## src/rtl/ad_pkg.sv

```systemverilog
// Shared definitions for the AD frame reader: FSM state encoding,
// frame terminator bytes and sticky error codes.
package ad_pkg;

    typedef enum logic [2:0] {
        ST_IDLE,
        ST_TRIG,
        ST_WAIT,
        ST_RD,
        ST_LATCH,
        ST_SEND,
        ST_DONE,
        ST_ABORT
    } state_t;

    localparam logic [7:0] BYTE_CR = 8'h0D;
    localparam logic [7:0] BYTE_LF = 8'h0A;

    localparam logic [1:0] ERR_NONE     = 2'b00;
    localparam logic [1:0] ERR_TIMEOUT  = 2'b01;
    localparam logic [1:0] ERR_OVERFLOW = 2'b10;

    // Byte counter increment that sticks at all-ones instead of wrapping.
    function automatic logic [15:0] sat_inc16(input logic [15:0] v);
        return (v == 16'hFFFF) ? v : v + 16'd1;
    endfunction

endpackage

```

## src/rtl/ad_frame_reader_if.sv

```systemverilog
// Data path between the frame reader, the external AD FIFO and the UART
// transmitter. master = frame reader, slave = FIFO/UART side.
interface ad_frame_reader_if;

    logic       fifo_empty;
    logic [7:0] fifo_q;
    logic       fifo_rdreq;
    logic [7:0] tx_data;
    logic       tx_valid;
    logic       tx_ready;

    modport master (
        input  fifo_empty, fifo_q, tx_ready,
        output fifo_rdreq, tx_data, tx_valid
    );

    modport slave (
        output fifo_empty, fifo_q, tx_ready,
        input  fifo_rdreq, tx_data, tx_valid
    );

endinterface

```

## src/rtl/ad_frame_reader.sv

```systemverilog
// Frame reader: launches one polling scan, drains the AD FIFO byte by byte
// into the UART transmitter and stops on a CR LF terminator, on a FIFO that
// stays empty too long, or when the frame grows past MAX_BYTES.
//
// state    | meaning
// ---------+----------------------------------------------------------
// IDLE     | waiting for start; err/byte_cnt show the last frame
// TRIG     | scan_go pulse, previous-byte history cleared
// WAIT     | waiting for FIFO data, timeout counter running
// RD       | fifo_rdreq asserted for one cycle
// LATCH    | fifo_q captured into tx_data, tx_valid raised
// SEND     | tx_data/tx_valid held until tx_ready
// DONE     | done pulse after CR LF was accepted
// ABORT    | timeout or overflow, err already set
module ad_frame_reader
    import ad_pkg::*;
#(
    parameter logic [31:0] TIMEOUT_CYC = 32'd50_000_000,
    parameter logic [15:0] MAX_BYTES   = 16'd1024
) (
    input  logic                clk,
    input  logic                reset_n,
    input  logic                start,
    output logic                scan_go,
    ad_frame_reader_if.master   bus,
    output logic                busy,
    output logic                done,
    output logic [1:0]          err,
    output logic [15:0]         byte_cnt
);

    localparam logic [31:0] TO_LAST = TIMEOUT_CYC - 32'd1;

    state_t      state;
    logic [31:0] wait_cnt;
    logic [7:0]  prev_byte;
    logic [15:0] cnt_next;

    assign cnt_next = sat_inc16(byte_cnt);

    // Frame sequencing FSM; every output is a register set on the transition into its state.
    always_ff @(posedge clk or negedge reset_n) begin
        if (!reset_n) begin
            state          <= ST_IDLE;
            wait_cnt       <= 32'd0;
            prev_byte      <= 8'h00;
            scan_go        <= 1'b0;
            bus.fifo_rdreq <= 1'b0;
            bus.tx_data    <= 8'h00;
            bus.tx_valid   <= 1'b0;
            busy           <= 1'b0;
            done           <= 1'b0;
            err            <= ERR_NONE;
            byte_cnt       <= 16'd0;
        end else begin
            case (state)
                ST_IDLE: begin
                    if (start) begin
                        state    <= ST_TRIG;
                        scan_go  <= 1'b1;
                        busy     <= 1'b1;
                        err      <= ERR_NONE;
                        byte_cnt <= 16'd0;
                    end
                end
                ST_TRIG: begin
                    scan_go   <= 1'b0;
                    prev_byte <= 8'h00;
                    wait_cnt  <= 32'd0;
                    state     <= ST_WAIT;
                end
                ST_WAIT: begin
                    if (!bus.fifo_empty) begin
                        wait_cnt       <= 32'd0;
                        bus.fifo_rdreq <= 1'b1;
                        state          <= ST_RD;
                    end else if (wait_cnt == TO_LAST) begin
                        wait_cnt <= 32'd0;
                        err      <= ERR_TIMEOUT;
                        state    <= ST_ABORT;
                    end else begin
                        wait_cnt <= wait_cnt + 32'd1;
                    end
                end
                ST_RD: begin
                    bus.fifo_rdreq <= 1'b0;
                    state          <= ST_LATCH;
                end
                ST_LATCH: begin
                    bus.tx_data  <= bus.fifo_q;
                    bus.tx_valid <= 1'b1;
                    state        <= ST_SEND;
                end
                ST_SEND: begin
                    if (bus.tx_ready) begin
                        bus.tx_valid <= 1'b0;
                        byte_cnt     <= cnt_next;
                        prev_byte    <= bus.tx_data;
                        // Terminator wins over overflow when both land on the same byte.
                        if (bus.tx_data == BYTE_LF && prev_byte == BYTE_CR) begin
                            done  <= 1'b1;
                            state <= ST_DONE;
                        end else if (cnt_next >= MAX_BYTES) begin
                            err   <= ERR_OVERFLOW;
                            state <= ST_ABORT;
                        end else begin
                            state <= ST_WAIT;
                        end
                    end
                end
                ST_DONE: begin
                    done  <= 1'b0;
                    busy  <= 1'b0;
                    state <= ST_IDLE;
                end
                ST_ABORT: begin
                    busy  <= 1'b0;
                    state <= ST_IDLE;
                end
                default: begin
                    busy  <= 1'b0;
                    state <= ST_IDLE;
                end
            endcase
        end
    end

endmodule

```

## src/flat_wrapper.sv

```systemverilog
// flat-port wrapper written by rule: the top's interface ports become plain ports
module ad_frame_reader_flat import ad_pkg::*;
#(
    parameter logic [31:0] TIMEOUT_CYC = 32'd50_000_000,
    parameter logic [15:0] MAX_BYTES   = 16'd1024
)
  (clk, reset_n, start, scan_go, busy, done, err, byte_cnt, bus_fifo_empty, bus_fifo_q, bus_tx_ready, bus_fifo_rdreq, bus_tx_data, bus_tx_valid);
  ad_frame_reader_if bus_i ();
  input  logic clk;
  input  logic reset_n;
  input  logic start;
  output logic scan_go;
  output logic busy;
  output logic done;
  output logic [1:0] err;
  output logic [15:0] byte_cnt;
  input wire logic [$bits(bus_i.fifo_empty)-1:0] bus_fifo_empty;
  input wire logic [$bits(bus_i.fifo_q)-1:0] bus_fifo_q;
  input wire logic [$bits(bus_i.tx_ready)-1:0] bus_tx_ready;
  output wire logic [$bits(bus_i.fifo_rdreq)-1:0] bus_fifo_rdreq;
  output wire logic [$bits(bus_i.tx_data)-1:0] bus_tx_data;
  output wire logic [$bits(bus_i.tx_valid)-1:0] bus_tx_valid;
  assign bus_i.fifo_empty = bus_fifo_empty;
  assign bus_i.fifo_q = bus_fifo_q;
  assign bus_i.tx_ready = bus_tx_ready;
  assign bus_fifo_rdreq = bus_i.fifo_rdreq;
  assign bus_tx_data = bus_i.tx_data;
  assign bus_tx_valid = bus_i.tx_valid;
  ad_frame_reader #(.TIMEOUT_CYC(TIMEOUT_CYC), .MAX_BYTES(MAX_BYTES)) u_core (.clk(clk), .reset_n(reset_n), .start(start), .scan_go(scan_go), .bus(bus_i), .busy(busy), .done(done), .err(err), .byte_cnt(byte_cnt));
endmodule
```

## config.mk

```make
export PLATFORM = sky130hd
export DESIGN_NAME = ad_frame_reader_flat
export DESIGN_NICKNAME = d
export VERILOG_FILES = /design/src/rtl/ad_pkg.sv /design/src/rtl/ad_frame_reader_if.sv /design/src/rtl/ad_frame_reader.sv /design/src/flat_wrapper.sv
export SDC_FILE = /design/constraint.sdc
export NUM_CORES = 1
export LEC_CHECK = 0
export CAP_MARGIN = 20
export CORE_ASPECT_RATIO = 0.6
export CORE_MARGIN = 8
export CORE_UTILIZATION = 35
export CTS_CLUSTER_DIAMETER = 30
export DETAILED_ROUTE_END_ITERATION = 8
export PLACE_DENSITY = 0.59
export SLEW_MARGIN = 20
export SYNTH_ARGS = -nofsm -noshare
export SYNTH_HDL_FRONTEND = slang
export SYNTH_SLANG_ARGS = --single-unit
```

## constraint.sdc

```tcl
create_clock -name clk -period 4.8 [get_ports clk]
set_clock_uncertainty 0.2 [all_clocks]
set_input_delay 0.96 -clock clk [delete_from_list [all_inputs] [get_ports clk]]
set_output_delay 0.96 -clock clk [all_outputs]
set_load 0.01 [all_outputs]
```

# --- Word-level counts from Yosys, hierarchy flattened ---
# Cells that the tools add are included.
word_totals:
  latchBits: 0
  mem_count: 0
  mem_bits_ro: 0
  inputBits: 13
  ff_bits: 74
  out_inout_bits: 31
  elab_cells: 88
  ramBits: 0
op_classes:
  bitwise: 0
  n_eq_ne: 20
  addsub: 2
  reduce_logical: 21
  n_shift: 0
  div_mod_pow: 0
  muxes: 33
  order_cmp: 1
  mul: 0
ops:
  columns: ["op", "n"]
  rows:
  - ["2-to-1 mux 32 bit", 2]
  - ["case mux 32 bit (2 select lines)", 1]
  - ["2-to-1 mux 16 bit", 3]
  - ["adder 32 x 1 -> 32 bit (second input constant)", 1]
  - ["equality test 32 x 26 -> 1 bit (second input constant)", 1]
  - ["case mux 16 bit (2 select lines)", 1]
  - ["case mux 3 bit (7 select lines)", 1]
  - ["2-to-1 mux 3 bit", 6]
  - ["adder 16 x 1 -> 16 bit (second input constant)", 1]
  - ["equality test 16 bit (second input constant)", 1]
  - ["equality test 8 x 4 -> 1 bit (second input constant)", 2]
  - ["greater-or-equal comparator 16 x 11 -> 1 bit (second input constant)", 1]
  - ["case mux 8 bit (2 select lines)", 1]
  - ["nonzero test 2 bit", 8]
  - ["equality test 3 bit (second input constant)", 4]
  - ["2-to-1 mux 2 bit", 6]
  - ["!= test 2 bit (second input constant)", 5]
  - ["case mux 1 bit (2 select lines)", 5]
  - ["AND reduction 2 bit", 5]
  - ["AND reduction 3 bit", 3]
  - ["2-to-1 mux 8 bit", 1]
  - ["AND reduction 7 bit", 1]
  - ["equality test 3 x 2 -> 1 bit (second input constant)", 2]
  - ["!= test 2 x 1 -> 1 bit (second input constant)", 3]
  - ["other kinds (8)", 12]

# --- Depth between registers and ports, before layout ---
# Gate-level depths: netlist of run 1.
logic_depth:
  ltp_word: 7
  depth_mapped: 8
  depth_no_buf: 7

# --- Worst setup path before layout of run 1 ---
# No wires, ideal clock.
synth_timing:
  kind: "in2reg"
  from: "in bus_tx_ready"
  to: "reg u_core.byte_cnt[6]"
  setup_ns: 0.131
  slack_ns: 2.401
  t_arrival_ns: 2.069
  path_stages: 6
  n_path_buf: 0
  required_ns: 4.469
  cell_sequence: "nand2_1 -> nor3_1 -> o21a_1 -> nand3_1 -> o211ai_1 -> o31ai_1"
synth_via:
  elab_chain_len: 2
synth_rtl:
  columns: ["element", "line", "text"]
  rows:
  - ["from (decl)", "flat_wrapper.sv:19", "input wire logic [$bits(bus_i.tx_ready)-1:0] bus_tx_ready;"]
  - ["!= test 2 bit (no line)", null, null]
  - ["AND reduction 3 bit (no line)", null, null]
  - ["to (signal assigned)", "ad_frame_reader.sv:97", "byte_cnt <= cnt_next;"]
  - ["to (decl)", "ad_frame_reader.sv:29", "output logic [15:0] byte_cnt"]
# Every way passes these cells.
# A chain may end at the register's enable or synchronous reset.

# --- Final worst setup path of run 1 ---
layout_timing:
  from: "reg u_core.wait_cnt[0]"
  to: "reg u_core.wait_cnt[20]"
layout_via:
  elab_chain_len: 4
  word_cells_on_any_way: 5
  cone_classes: "add/sub (1); eq/ne (1); mux (3)"
layout_rtl:
  columns: ["element", "line", "text"]
  rows:
  - ["from (decl)", "ad_frame_reader.sv:35", "logic [31:0] wait_cnt;"]
  - ["from (signal assigned)", "ad_frame_reader.sv:82", "wait_cnt <= wait_cnt + 32'd1;"]
  - ["adder 32 x 1 -> 32 bit / equality test 32 x 26 -> 1 bit (equally long branches)", "ad_frame_reader.sv:82, ad_frame_reader.sv:77", null]
  - ["2-to-1 mux 32 bit *", "ad_frame_reader.sv:77", "end else if (wait_cnt == TO_LAST) begin"]
  - ["2-to-1 mux 32 bit *", "ad_frame_reader.sv:73", "if (!bus.fifo_empty) begin"]
  - ["case mux 32 bit (2 select lines) *", "ad_frame_reader.sv:56", "case (state)"]
# Mark *: on every way between the ends. The rest lies on a longest branch, timed or not.

==> results of run 1 <==
-- synthesized netlist by cell type, types with 6 or more instances --
| master | instances |
|---|---|
| nand4_1 | 13 |
| o31ai_1 | 7 |
| mux2i_1 | 7 |
| mux2_2 | 9 |
| dfrtp_1 | 74 |
| a21oi_1 | 11 |
| and3_1 | 6 |
| xor2_1 | 20 |
| nand3_1 | 26 |
| o21ai_0 | 19 |
| a22o_1 | 9 |
| nor2_1 | 47 |
| nor3_1 | 11 |
| nand2_1 | 35 |
-- where the power goes --
part | internal [mW] | total, mW | switching, mW
clock | 0.555 | 0.806 | 0.251
sequential | 0.717 | 0.839 | 0.122
combinational | 0.251 | 0.580 | 0.330
total | 1.52 | 2.23 | 0.703
-- kinds of logic after synthesis --
family                     count (synthesis)  share of synthesized area
buffers and inverters                     11                     0.0157
xor gates and xnor gates                  23                     0.0537
AOI/OAI and AO/OA                         73                      0.131
muxes                                     16                     0.0457
DFF                                       74                      0.493
adders and majority gates                  2                    0.00667
and+or+nand+nor                          176                      0.253
-- flip-flops by register name, indices dropped and copies added (netlist names), 2 cells and up --
signal,flops
u_core.state,3
u_core.wait_cnt,32
u_core.byte_cnt,16
u_core.prev_byte,8
u_core.bus.tx_data,8
u_core.err,2
-- routing by layer --
layer / vias up / routed length (um) / global-route usage
met4: 0 / 92 / 0.0438
met3: 8 / 662 / 0.0498
met2: 91 / 3640 / 0.178
li1: 1484 / - / -
met1: 1495 / 5010 / 0.209
met5: - / 0 / 0
-- cell type report --
type	count	area (um2)
clock buffer	9	225
clock inverter	5	129
fill	995	5810
inverter	2	7.51
multi-input combinational	290	1840
sequential	74	1850
tap	139	174
timing repair buffer	46	448
-- worst paths after layout --
path / startpoint / to / slack (ns) / cells past startpoint
hold reg to reg: u_core.bus.tx_valid / u_core.bus.tx_valid / 0.29 / 1
setup reg to reg: u_core.wait_cnt[0] / u_core.wait_cnt[20] / 1.81 / 7
max in group asynchronous: reset_n / u_core.byte_cnt[7] / 3.00 / 2
min in group asynchronous: reset_n / u_core.byte_cnt[11] / 0.56 / 1
hold / removal: u_core.bus.tx_valid / u_core.bus.tx_valid / 0.29 / 1
setup / recovery: u_core.wait_cnt[0] / u_core.wait_cnt[20] / 1.81 / 7
-- critical path: stages, from the launching register on --
cell	delay (ns)
dfrtp_1	0.39
ha_1	0.23
and3_1	0.24
nand3_1	0.17
nor4_4	0.47
nor2_1	0.27
nor2_2	0.73
nor2_1	0.12
==> impl_results.md, run 1 <==
- RD Place Congestion: 0.816
- Final wirelength: 9400 um
- Min-Delay Path Class: register to register
- Syn Std Cell Area: 3750 um2
- Total power: 2.23 mW
- Yosys reg bits: 74
- Syn Inst Count: 375
- Fin crit share: 0.624
- Primary FF master, synth: dfrtp_1
- Post-cts sizing count: 0
- Post-synthesis async set-or-reset flop share: 1.00
- Post-route setup slack: 1.81 ns
- Die Wd: 150 um
- Starting density of the core: 0.358
- Clock Pin Slew Worst Setup and Hold Paths: 0.06 ns
- Finished Cell Area: 4680 um2
- GR Util All Layers: 0.139
- Commonest non-fill, non-tap cell in the layout: dfrtp_1
- Pwr per Cell Area: 476 nW/um2
- Crit path time final: 2.99 ns
- Final antenna-violating net count: 0
- Vias in the first global route: 2903
- Post-Place Cells: 551
- Maxcap violations: 0
- Vias/cell: 5.45
- Pleak: 1.90 nW
- Num CTS Buffers: 9
- Synth cell types: 62
- RSZ-0062 raised after global routing: no
- HPWL Detailed: 6740 um
- DIE AREA: 14400 um2
- Core Box Area: 10500 um2
- Sink Count: 74
- Initial antenna violation count: 0
- Most frequent cells in the layout: 74 x dfrtp_1, 47 x nor2_1, 42 x clkdlybuf4s50_1
- Pre-antenna DRT Iters: 5
- Initial DRC Count: 252
- Via count: 3078
- Crit path kind: register to register
- ANT cells: 0
- Outcome: finished clean
- Root buffer cell: clkbuf_16
- Largest net degree at the start of global routing: 41
- Post-Layout Cell Count: 565
- First-pass GRT wire length: 15600 um
- Post-CTS Setup Bufs: 0
- Max FO, Critical Path: 23
- DRC: 0
- Post-synthesis sequential area ratio: 0.493
- Clock Latency Late Sink: 0.33 ns
- Layout cells sized above 1: 0.103
- Final hold vios: 0
- Worst setup SP type: register
- Fmax: 334 MHz
- Mapped Nets: 390
- Fin nets: 438
- Worst EP arrival: 2.97 ns
- Max-slew headroom: 0.382
- Layout area overhead: 24.6%
- Clock tree buffer depth: 2
- Final setup TNS: 0 ns
- PortBufs: 43
- Most area-hungry cell type in the Yosys netlist: dfrtp_1
- Grt ovf: 0
- Worst slew pin tran: 0.928 ns
- Cell Rows: 29
- Final Max Tran Viols: 0
- TritonCTS clock tree: built
- Chip height: 96.2 um
- CP Capture Type: register
- Hold_ws: 0.289 ns
- Post-placement setup slack: 1.58 ns
- Final core area utilization: 0.446
- Number of flops mapped to enable cells by yosys: 0
- Top cells by area, synth: dfrtp_1 49%, nor2_1 4.7%, xor2_1 4.7%, nand2_1 3.5%, nand3_1 3.5%
- IO Count: 44
- Syn_area_per_cell: 10.0 um2
- Cell Area, Placed: 4320 um2
- Yosys warning count: 0
- Setup violators final: 0
- Max VDD drop: 0.000253 V
- Wire per inst: 16.6 um
- Hold_buf cts: 0
- Critical path required time: 4.78 ns
- Synth top area share: 0.493
- H-Tree Depth: 3
Power figures use the tool's default switching activity.
==> inputs of run 2 (changes only) <==
- PLACE_DENSITY: 0.59 -> 0.61
- clock period: 4.8 -> 2.5 ns (I/O delays scaled with it)
==> impl_results.md, run 2 (synthesis results as in run 1) <==
- HPWL Detailed: 7420 um (+10%)
- Post-Layout Cell Count: 596 (+5.5%)
- Via count: 3291 (+6.9%)
- Worst path top cell family by delay: simple AND/OR/NAND/NOR gates
- Clock Pin Slew Worst Setup and Hold Paths: 0.06 ns (about the same)
- H-Tree Depth: 3 (unchanged)
- Vias in the first global route: 3171 (+9.2%)
- Outcome: finished, violations left
- Final Max Tran Viols: 0 (unchanged)
- Crit path time final: 2.37 ns (-0.623 ns)
- Min-Delay Path Class: input pin to async pin
- Post-Place Cells: 579 (+5.1%)
- Cell Area, Placed: 4560 um2 (+5.4%)
- Starting density of the core: 0.358 (unchanged)
- Vias/cell: 5.52 (+1.4%)
- Initial antenna violation count: 0 (unchanged)
- Hold_ws: -0.0196 ns (-0.309 ns)
- Setup violators final: 0 (unchanged)
- Most frequent cells in the layout: 73 x dfrtp_1, 47 x nor2_1, 42 x clkdlybuf4s50_1
- Violated checks: hold timing
- Largest Register: u_core.wait_cnt
- ANT cells: 0 (unchanged)
- R2R Setup Slk: 0.13 ns (-1.68 ns)
- Finished Cell Area: 4890 um2 (+4.7%)
- Multi-input logic area: 1850 um2 (+0.34%)
- First-pass GRT wire length: 16800 um (+7.8%)
- Final setup TNS: 0 ns (unchanged)
- DIE AREA: 14400 um2 (unchanged)
- # fillers: 968 (-2.7%)
- Clock Latency Late Sink: 0.33 ns (about the same)
- Max-slew headroom: 0.649 (+0.267)
- Layout cells sized above 1: 0.164 (+0.0608)
- RD Place Congestion: 0.902 (+10%)
- Worst slew pin tran: 0.522 ns (-0.405 ns)
- Chip height: 96.2 um (unchanged)
- Worst setup SP type: register
- R2r worst-path depth: 7 (unchanged)
- Crit path kind: register to register
- Worst path slowest cell: dfrtp_1
- Clock tree buffer depth: 2 (unchanged)
- Fin crit share: 0.949 (+0.325)
- Initial DRC Count: 330 (+31%)
- Sink Count: 74 (unchanged)
- Maxcap violations: 0 (unchanged)
- Final core area utilization: 0.467 (+0.0208)
- Final antenna-violating net count: 0 (unchanged)
- Final hold vios: 13 (+13)
- Fmax: 422 MHz (+26%)
- IO Count: 44 (unchanged)
- GR Util All Layers: 0.149 (+0.00961)
- Num CTS Buffers: 9 (unchanged)
- Die Wd: 150 um (unchanged)
- DRC: 0 (unchanged)
- Root buffer cell: clkbuf_16
- Worst EP arrival: 2.38 ns (-0.59 ns)
- Grt ovf: 0 (unchanged)
- Max FO, Critical Path: 5 (-78%)
- Largest net degree at the start of global routing: 75 (+83%)
- Crit path buf inv count: 0 (unchanged)
- RSZ-0062 raised after global routing: no
- Pleak: 2.03 nW (+6.9%)
- R2R Path End: u_core.err[0]
- Critical path required time: 2.51 ns (-2.27 ns)
- PortBufs: 43 (unchanged)
- Pwr per Cell Area: 880 nW/um2 (+85%)
- Max VDD drop: 0.000524 V (+110%)
- Sequential Area: 1850 um2 (about the same)
- Commonest non-fill, non-tap cell in the layout: dfrtp_1
- TritonCTS clock tree: built
- Core Box Area: 10500 um2 (unchanged)
- Layout area overhead: 30.4%
- Cell Rows: 29 (unchanged)
- R2R Path Start: u_core.byte_cnt[1]
- Fin nets: 467 (+6.6%)
- Largest register FFs: 32 (unchanged)
- Critical path, cell by cell: ha_1 > and4_1 > nand3b_1 > and3b_1 > o32ai_1 > nor2_1 > o31a_1
- Final wirelength: 10000 um (+6.4%)
- Pre-antenna DRT Iters: 5 (unchanged)
- CP Capture Type: register
- Wire per inst: 16.8 um (+0.84%)
- CP max stage delay: 0.43 ns (-0.30 ns)
- Hold_buf cts: 0 (unchanged)
- Regs by FF count: u_core.wait_cnt: 32 flops, u_core.byte_cnt: 16 flops
-- run 2: cell count changes in the layout (fill, tap and decap cells not counted), moves of 2 or more --
cell,previous run,this run
bufinv_16,4,2
clkinvlp_4,0,2
clkbuf_1,0,2
buf_4,3,30
buf_12,0,2
-- run 2: layout make-up --
type,count,area share
Multi-Input combinational cell,290,0.378
Clock inverter,4,0.0153
Inverter,2,0.00153
Timing Repair Buffer,75,0.141
Clock buffer,12,0.0504
Sequential cell,74,0.379
Tap cell,139,0.0355
-- run 2: per-stage QoR --
stage                     power [mW]  setup WS (ns)
after floorplan                 2.29          0.269
final                           4.31          0.128
after global placement          2.91          0.155
after global routing            4.56        0.00187
after detailed placement        2.94          0.108
after CTS                       4.36         0.0736
-- run 2: power by group --
| group | internal (mW) | switching, mW |
|---|---|---|
| Combinational | 0.633 | 0.704 |
| Sequential | 1.38 | 0.205 |
| Clock | 0.902 | 0.487 |
-- run 2: repair_timing --
item | CTS | global route
setup endpoints to repair | 0 | 25
setup buffers | 0 | 1
gates resized for setup | 0 | 2
-- run 2: worst max path at each step --
| stage | startpoint | endpoint | slack [ns] | cells after the start |
|---|---|---|---|---|
| after floorplan | u_core.byte_cnt[0] | u_core.err[0] | 0.27 | 7 |
| after global placement | u_core.wait_cnt[0] | u_core.wait_cnt[13] | 0.16 | 8 |
| after detailed placement | u_core.wait_cnt[28] | u_core.wait_cnt[15] | 0.11 | 7 |
| after CTS | u_core.wait_cnt[28] | u_core.wait_cnt[13] | 0.07 | 7 |
| after global routing | u_core.byte_cnt[1] | u_core.err[0] | 0.002 | 7 |
| final | u_core.byte_cnt[1] | u_core.err[0] | 0.13 | 7 |
-- run 2: metal layers --
layer | vias to the layer above | global-route usage | part of all wire | routed length (um)
met5 | - | 0 | 0 | 0
met4 | 0 | 0.0405 | 0.012 | 124
met3 | 13 | 0.0563 | 0.095 | 953
met2 | 129 | 0.190 | 0.37 | 3670
met1 | 1604 | 0.224 | 0.52 | 5250
li1 | 1545 | - | - | -
